### src/rtl/pipe_adder.sv
// pipe_adder: pipelined add/subtract unit.
// WIDTH is split into SEGS carry segments, one segment per pipeline stage, with
// the inter-segment carry registered so the critical path is one SW-bit adder.
// Each stage carries the full operand words forward (upper slices still to be
// added) and the partial sum (lower slices already done), which gives the
// operand skew and result de-skew in one uniform structure.
// Optional feature macro: PIPE_ADDER_OVF_EN adds the signed-overflow output ovf.
module pipe_adder #(
    parameter int WIDTH = 32,
    parameter int SEGS  = 4
) (
    input  logic             clk,
    input  logic             rst,
    input  logic             in_valid,
    output logic             in_ready,
    input  logic [WIDTH-1:0] a,
    input  logic [WIDTH-1:0] b,
    input  logic             cin,
    input  logic             sub,
    output logic             out_valid,
    input  logic             out_ready,
    output logic [WIDTH-1:0] sum,
`ifdef PIPE_ADDER_OVF_EN
    output logic             ovf,
`endif
    output logic             cout
);

    localparam int SW = WIDTH / SEGS;

    generate
        if ((SEGS < 1) || (SEGS > WIDTH) || ((WIDTH % SEGS) != 0)) begin : g_bad_params
            $error("pipe_adder: WIDTH must be a multiple of SEGS and 1 <= SEGS <= WIDTH");
        end
    endgenerate

    logic [WIDTH-1:0] a_q [SEGS];
    logic [WIDTH-1:0] a_d [SEGS];
    logic [WIDTH-1:0] b_q [SEGS];
    logic [WIDTH-1:0] b_d [SEGS];
    logic [WIDTH-1:0] s_q [SEGS];
    logic [WIDTH-1:0] s_d [SEGS];
    logic [SEGS-1:0]  c_q, c_d;
    logic [SEGS-1:0]  v_q, v_d;
    logic             advance;

    // The whole pipeline moves together; it only freezes when a result is
    // waiting and the consumer refuses it.
    assign advance = !v_q[SEGS-1] || out_ready;

    // Per-stage next state: stage k adds slice k with the carry from stage k-1.
    always_comb begin
        logic [WIDTH-1:0] a_src;
        logic [WIDTH-1:0] b_src;
        logic [WIDTH-1:0] s_src;
        logic             c_src;
        logic             v_src;
        logic [SW:0]      seg;
        a_src = '0;
        b_src = '0;
        s_src = '0;
        c_src = 1'b0;
        v_src = 1'b0;
        seg   = '0;
        c_d   = '0;
        v_d   = '0;
        for (int k = 0; k < SEGS; k++) begin
            a_d[k] = '0;
            b_d[k] = '0;
            s_d[k] = '0;
        end
        for (int k = 0; k < SEGS; k++) begin
            if (k == 0) begin
                a_src = a;
                b_src = sub ? ~b : b;
                s_src = '0;
                c_src = cin ^ sub;
                v_src = in_valid;
            end else begin
                a_src = a_q[(k > 0) ? k - 1 : 0];
                b_src = b_q[(k > 0) ? k - 1 : 0];
                s_src = s_q[(k > 0) ? k - 1 : 0];
                c_src = c_q[(k > 0) ? k - 1 : 0];
                v_src = v_q[(k > 0) ? k - 1 : 0];
            end
            seg = {1'b0, a_src[k*SW +: SW]} + {1'b0, b_src[k*SW +: SW]} + {{SW{1'b0}}, c_src};
            a_d[k]             = a_src;
            b_d[k]             = b_src;
            s_d[k]             = s_src;
            s_d[k][k*SW +: SW] = seg[SW-1:0];
            c_d[k]             = seg[SW];
            v_d[k]             = v_src;
        end
    end

`ifdef PIPE_ADDER_OVF_EN
    logic ovf_d, ovf_q;

    // Signed overflow, evaluated where the final sum MSB is produced.
    always_comb begin
        ovf_d = (a_d[SEGS-1][WIDTH-1] == b_d[SEGS-1][WIDTH-1]) &&
                (s_d[SEGS-1][WIDTH-1] != a_d[SEGS-1][WIDTH-1]);
    end

    // Overflow flag travels and stalls with the last-stage sum.
    always_ff @(posedge clk) begin
        if (rst) begin
            ovf_q <= 1'b0;
        end else if (advance) begin
            ovf_q <= ovf_d;
        end
    end

    assign ovf = ovf_q;
`endif

    // Stage registers: reset discards every in-flight beat, otherwise shift on advance.
    always_ff @(posedge clk) begin
        if (rst) begin
            for (int k = 0; k < SEGS; k++) begin
                a_q[k] <= '0;
                b_q[k] <= '0;
                s_q[k] <= '0;
            end
            c_q <= '0;
            v_q <= '0;
        end else if (advance) begin
            for (int k = 0; k < SEGS; k++) begin
                a_q[k] <= a_d[k];
                b_q[k] <= b_d[k];
                s_q[k] <= s_d[k];
            end
            c_q <= c_d;
            v_q <= v_d;
        end
    end

    // The last stage's operand copies have no consumer downstream.
    logic unused_last_ops;
    assign unused_last_ops = ^{a_q[SEGS-1], b_q[SEGS-1]};

    assign in_ready  = advance;
    assign out_valid = v_q[SEGS-1];
    assign sum       = s_q[SEGS-1];
    assign cout      = c_q[SEGS-1];

endmodule
### config.mk
export PLATFORM = sky130hd
export DESIGN_NAME = pipe_adder
export DESIGN_NICKNAME = d
export VERILOG_FILES = /design/src/rtl/pipe_adder.sv
export SDC_FILE = /design/constraint.sdc
export NUM_CORES = 1
export LEC_CHECK = 0
export BUFFER_PORTS_ARGS = -buffer_cell sky130_fd_sc_hd__buf_4
export CAP_MARGIN = 40
export CELL_PAD_IN_SITES_DETAIL_PLACEMENT = 1
export CELL_PAD_IN_SITES_GLOBAL_PLACEMENT = 1
export CORE_AREA = 2 2 137 139
export CTS_CLUSTER_SIZE = 24
export DETAILED_ROUTE_END_ITERATION = 16
export DIE_AREA = 0 0 139 141
export GPL_TIMING_DRIVEN = 0
export MAX_ROUTING_LAYER = met4
export PLACE_DENSITY = 0.81
export REMOVE_ABC_BUFFERS = 1
export SLEW_MARGIN = 10
export SYNTH_ARGS = -nofsm -noshare
export SYNTH_HDL_FRONTEND = slang
export SYNTH_SLANG_ARGS = --single-unit
### constraint.sdc
create_clock -name clk -period 7.8 [get_ports clk]
set_input_delay 1.56 -clock clk [delete_from_list [all_inputs] [get_ports clk]]
set_output_delay 1.56 -clock clk [all_outputs]
set_load 0.005 [all_outputs]
==> results of run 1 <==
cell type report:
cell class,instances,share of cell area
sequential,184,0.536
tap,234,0.0288
multi-input combinational,406,0.280
timing repair buffer,108,0.0870
inverter,12,0.00517
clock buffer,21,0.0434
clock inverter,11,0.0198
worst max path at each step:
stage,cells after the start,from,slack [ps],to
global route,4,out_ready,2760,in_ready
floorplan,2,rst,950,a_q[0][10]
CTS,4,out_ready,2920,in_ready
detailed placement,4,out_ready,2940,in_ready
global placement,3,rst,-1910,s_q[3][17]
finish,4,out_ready,2890,in_ready
layer usage:
| metal | wire length (um) | vias to the layer above | GRT usage |
|---|---|---|---|
| met1 | 7000 | 2687 | 0.210 |
| met3 | 442 | 24 | 0.0336 |
| met5 | 0 | - | - |
| met2 | 9390 | 99 | 0.330 |
| met4 | 316 | 0 | 0.0781 |
| li1 | - | 2581 | - |
power by group:
group	switching [mW]	total (mW)	internal, mW
Sequential	0.0212	1.18	1.16
Combinational	0.116	0.232	0.116
Clock	0.348	0.945	0.597
flip-flops by register name, summed over array words and instances, names as in the netlist:
signal and flops:
a_q 48, b_q 48, c_q 4, s_q 80, v_q 4
layout by cell type, fill, tap and decap left out, drive strengths merged, types with 7 or more instances in the layout:
cell type  Yosys  final
dfxtp          8      8
nand2b         7      7
and3         128    128
nor2b          8      8
a21oi         18     18
o21ai         19     19
a211oi        10     10
xor2           9      9
clkbuf        32     21
edfxtp       176    176
ha            28     28
nand2         23     23
nand3          9      9
xnor2         27     27
nor2          42     42
fa             8      8
inv           11     11
buf           10    108
nor3           9      9
worst reg2reg max path, stage by stage, from the launching register on:
cell      delay (ps)
dfxtp_1          330
nor2b_4          490
clkinv_4         760
nand2_2          650
buf_12           270
nor4_1            90
or3_1            380
logic make-up (layout without fill, tap and decap cells):
kind of cell,after synthesis,count (layout),synth area share
simple gates,258,258,0.177
flops,184,184,0.640
buf+inv,54,152,0.0266
compound gates,72,72,0.0542
mux,4,4,0.00471
xor+xnor,36,36,0.0371
fa+ha+maj,36,36,0.0600
==> results_dict.tcl, run 1 <==
set metrics [dict create \
    placed_cells 944 \
    min_path_type "reg2reg" \
    num-nets-final 835 \
    clkLatencyLatePin_ps 430 \
    status "complete, no violations" \
    cts_tree "done" \
    drtIter0Drc 365 \
    crit_top_cell "buf_4" \
    synthFlopType "edfxtp_1" \
    grt_pass1_vias 5626 \
    hold_viol 0 \
    max-vdd-ir-drop_mv 0.196 \
    rsz0062_at_grt "no" \
    yosysSeqAreaShare 0.640 \
    slew_violations 0 \
    worstPathArrival_ps 3350 \
    ys_ff_latch 184 \
    ctsHoldBuffers 0 \
    path_clk_slew_ps 60 \
    synth_top_area_share 0.622 \
    clockBufferDepth 2 \
    min_period_ps 4910 \
    synth_async_sr_flop_share 0 \
    drive_gt1_frac 0.193 \
    cts_resized 0 \
    syn_inst 644 \
    yosys-top-cells-area "edfxtp_1 (62%), and3_1 (9.4%), ha_1 (4.1%)" \
    post-route-drc-count 0 \
    criticalPathCategory "in2out" \
    path_max_fanout 140 \
    path_cells "buf_4 > nor2b_4 > clkinv_4 > buf_4" \
    worst_pin_slew_ps 869 \
    rows 50 \
    core_um2 18300 \
    syn_to_final_growth_pct 19.5 \
    regArea_um2 5450 \
    crit_buf_inv 3 \
    setup_viol_count_final 0 \
    vias 5391 \
    clock_sinks 184 \
    ant_nets 0 \
    initial_core_util 0.465 \
    fmax_mhz 204 \
    io_pins 105 \
    yosysUniqueCellTypes 51 \
    yosysTopAreaCell "edfxtp_1" \
    p_leak_nw 4.66 \
    dpl.hpwl_um 10900 \
    setup_tns_ps 0 \
    cts-root-buf "clkbuf_16" \
    drt-total-wl_um 17100 \
    netlist_area_um2 8500 \
    instances_no_fill 976 \
    post_cts.repair.setup_buffers 0 \
    reg2reg_to "s_q[1][14]" \
    fin_util 0.556 \
    crit_path_end_kind "output pin" \
    r2r_slack_ps 4570 \
    multiInputGateArea_um2 2840 \
    power.density_nw_per_um2 232 \
    globalplace.congestion 0.829 \
    grt_overflow 0 \
    finalWorstSetupSlack_ps 2890 \
    cp_slowest_stage_delay_ps 760 \
    fill_cells 1845 \
    crit_path_top_delay_cell "clkinv_4" \
    fin_crit_sh 0.629 \
    design_area_um2 10200 \
    syn_area_per_cell_um2 13.2 \
    holdPathEnd "v_q[1]" \
    synth_warnings 0 \
    min_from "v_q[1]" \
    pre_cts_slack_ps 2940 \
    fin_skew_ps 7.68 \
    synth_edf_count 176 \
    grt_pass1_wl_um 28000 \
    total_power_mw 2.36 \
    io_buffers 104 \
    reg2reg_from "v_q[3]" \
    die_h_um 141 \
    cts-htree-levels 4 \
    hold_ws_ps 456 \
    crit_family "buffers and inverters" \
    rr_worst_depth 6 \
    synth.most_common_cell "edfxtp_1" \
    diodes 0 \
    hold-path-cell-count 2 \
    die_w_um 139 \
    relSlewSlack 0.420 \
    via_per_inst 5.52 \
    crit_path_start_kind "input port" \
    antenna_found_initial 0 \
    grt_max_degree 141 \
    dieArea_um2 19600 \
    synth_common_cells "edfxtp_1 (176), and3_1 (128), nor2_1 (42)" \
    numCtsBuffers 17 \
    first_pass_iters 4 \
    cap_viol_max_count 0 \
    cp.required_ps 6240 \
    place_area_um2 9510 \
    wl_per_cell_um 17.6 \
    grt_usage 0.187 \
]
Note: power is estimated with default switching activity, not from simulation.
==> inputs of run 2 (changes only) <==
--- a/config.mk
+++ b/config.mk
@@ -9,13 +9,13 @@
 export CAP_MARGIN = 40
 export CELL_PAD_IN_SITES_DETAIL_PLACEMENT = 1
 export CELL_PAD_IN_SITES_GLOBAL_PLACEMENT = 1
-export CORE_AREA = 2 2 137 139
+export CORE_AREA = 2 2 144 146
 export CTS_CLUSTER_SIZE = 24
 export DETAILED_ROUTE_END_ITERATION = 16
-export DIE_AREA = 0 0 139 141
+export DIE_AREA = 0 0 146 148
 export GPL_TIMING_DRIVEN = 0
 export MAX_ROUTING_LAYER = met4
-export PLACE_DENSITY = 0.81
+export PLACE_DENSITY = 0.77
 export REMOVE_ABC_BUFFERS = 1
 export SLEW_MARGIN = 10
 export SYNTH_ARGS = -nofsm -noshare
==> constraint.sdc (replaced) <==
create_clock -name clk -period 4.5 [get_ports clk]
set_input_delay 0.9 -clock clk [delete_from_list [all_inputs] [get_ports clk]]
set_output_delay 0.9 -clock clk [all_outputs]
set_load 0.005 [all_outputs]
==> results_dict.tcl, run 2 (synthesis results as in run 1) <==
set metrics [dict create \
    grt_max_degree 141 \
    post-route-drc-count 0 \
    cts-htree-levels 4 \
    clockBufferDepth 2 \
    final_common_cell "edfxtp_1" \
    numCtsBuffers 17 \
    rr_worst_depth 5 \
    relSlewSlack 0.438 \
    design_area_um2 10100 \
    setup_tns_ps 0 \
    setup_viol_count_final 0 \
    initial_core_util 0.424 \
    globalplace.congestion 0.787 \
    cap_viol_max_count 0 \
    fin_skew_ps 12.3 \
    min_from "v_q[2]" \
    min_path_type "reg2reg" \
    cp.required_ps 3600 \
    grt_pass1_wl_um 28700 \
    grt_usage 0.173 \
    crit_path_start_kind "input port" \
    power.density_nw_per_um2 379 \
    diodes 0 \
    fill_cells 2134 \
    drt-total-wl_um 17600 \
    clock_sinks 184 \
    fin_crit_sh 0.784 \
    path_max_fanout 140 \
    largest_reg_flops 80 \
    ant_nets 0 \
    rsz0062_at_grt "no" \
    grt_pass1_vias 5744 \
    dieArea_um2 21600 \
    reg2reg_from "v_q[3]" \
    cts_resized 0 \
    worstPathArrival_ps 2630 \
    p_leak_nw 4.62 \
    power_frac_clock 0.359 \
    regMostFlops "s_q" \
    path_clk_slew_ps 60 \
    die_h_um 148 \
    min_period_ps 3530 \
    worst_pin_slew_ps 843 \
    finalWorstSetupSlack_ps 972 \
    multiInputGateArea_um2 2840 \
    p_int_mw 2.97 \
    crit_path_end_kind "output pin" \
    criticalPathCategory "in2out" \
    num-nets-final 836 \
    reg_top3 "s_q: 80 flops, a_q: 48 flops, b_q: 48 flops" \
    place_area_um2 9560 \
    via_per_inst 5.33 \
    drive_gt1_frac 0.197 \
    grt_overflow 0 \
    max-vdd-ir-drop_mv 0.205 \
    critPathLaunch "out_ready" \
    drtIter0Drc 335 \
    rows 52 \
    hold-path-cell-count 2 \
    cts_tree "done" \
    combPwrFrac 0.106 \
    status "complete, no violations" \
    fin_util 0.504 \
    syn_to_final_growth_pct 18.8 \
    core_um2 20000 \
    swShare 0.224 \
    switchingPower_mw 0.857 \
    io_pins 105 \
    first_pass_iters 4 \
    cts-root-buf "clkbuf_16" \
    final_cell_mix "edfxtp_1 (176), and3_1 (128), buf_4 (105)" \
    hold_viol 0 \
    fmax_mhz 283 \
    die_w_um 146 \
    total_power_mw 3.82 \
    io_buffers 104 \
    antenna_found_initial 0 \
    vias 5396 \
    slew_violations 0 \
    clkLatencyLatePin_ps 430 \
    ctsHoldBuffers 0 \
    pre_cts_slack_ps 729 \
    regArea_um2 5450 \
    wl_per_cell_um 17.3 \
    seq_power_share 0.535 \
    dpl.hpwl_um 11400 \
    post_cts.repair.setup_buffers 0 \
]
## run 2: changes by cell type in the layout (fill, tap and decap cells not counted)
cell,before,now
clkbuf_1,4,2
nor2_2,1,0
bufinv_16,6,1
clkinvlp_4,0,2
clkinv_1,3,2
nor2_1,41,42
buf_4,104,105
clkinv_4,1,2
inv_6,0,2
clkinv_2,2,5
## run 2: path summary, 6_finish.rpt
kind                end  slack, ps
max            in_ready        970
min              v_q[2]        450
max reg2reg  s_q[1][14]       1350
min reg2reg      v_q[2]        450
## run 2: final cells by class
class                      count  area share
sequential                   184       0.539
multi-input combinational    406       0.281
timing repair buffer         109      0.0882
clock buffer                  19      0.0429
tap                          270      0.0334
clock inverter                13      0.0103
inverter                      12     0.00520
## run 2: critical path, stage by stage
cell,delay [ps]
buf_4,120
nor2b_4,400
clkinv_4,760
buf_4,400
## run 2: metal layers
metal  vias to the layer above  track usage  part of all wire
li1                       2585            -                 -
met1                      2680        0.199              0.42
met2                       108        0.304              0.53
met3                        23       0.0355             0.034
met4                         0       0.0553             0.015
met5                         -            -                 0
## run 2: stage by stage
step | cells | hold slack (ps)
6_report | 1013 | 454
5_1_grt | 1013 | 471
4_1_cts | 1013 | 453
3_5_place_dp | 981 | 445
3_3_place_gp | 976 | 440
2_1_floorplan | 602 | 426
## run 2: power groups by stage
| stage | combinational, mW | sequential (mW) | clock (mW) |
|---|---|---|---|
| after detailed placement | 0.407 | 2.08 | 0 |
| after floorplan | 0.236 | 2.07 | 0 |
| final | 0.405 | 2.05 | 1.37 |
| after CTS | 0.410 | 2.05 | 1.41 |
| after global placement | 0.369 | 2.08 | 0 |
| after global routing | 0.453 | 2.06 | 1.46 |
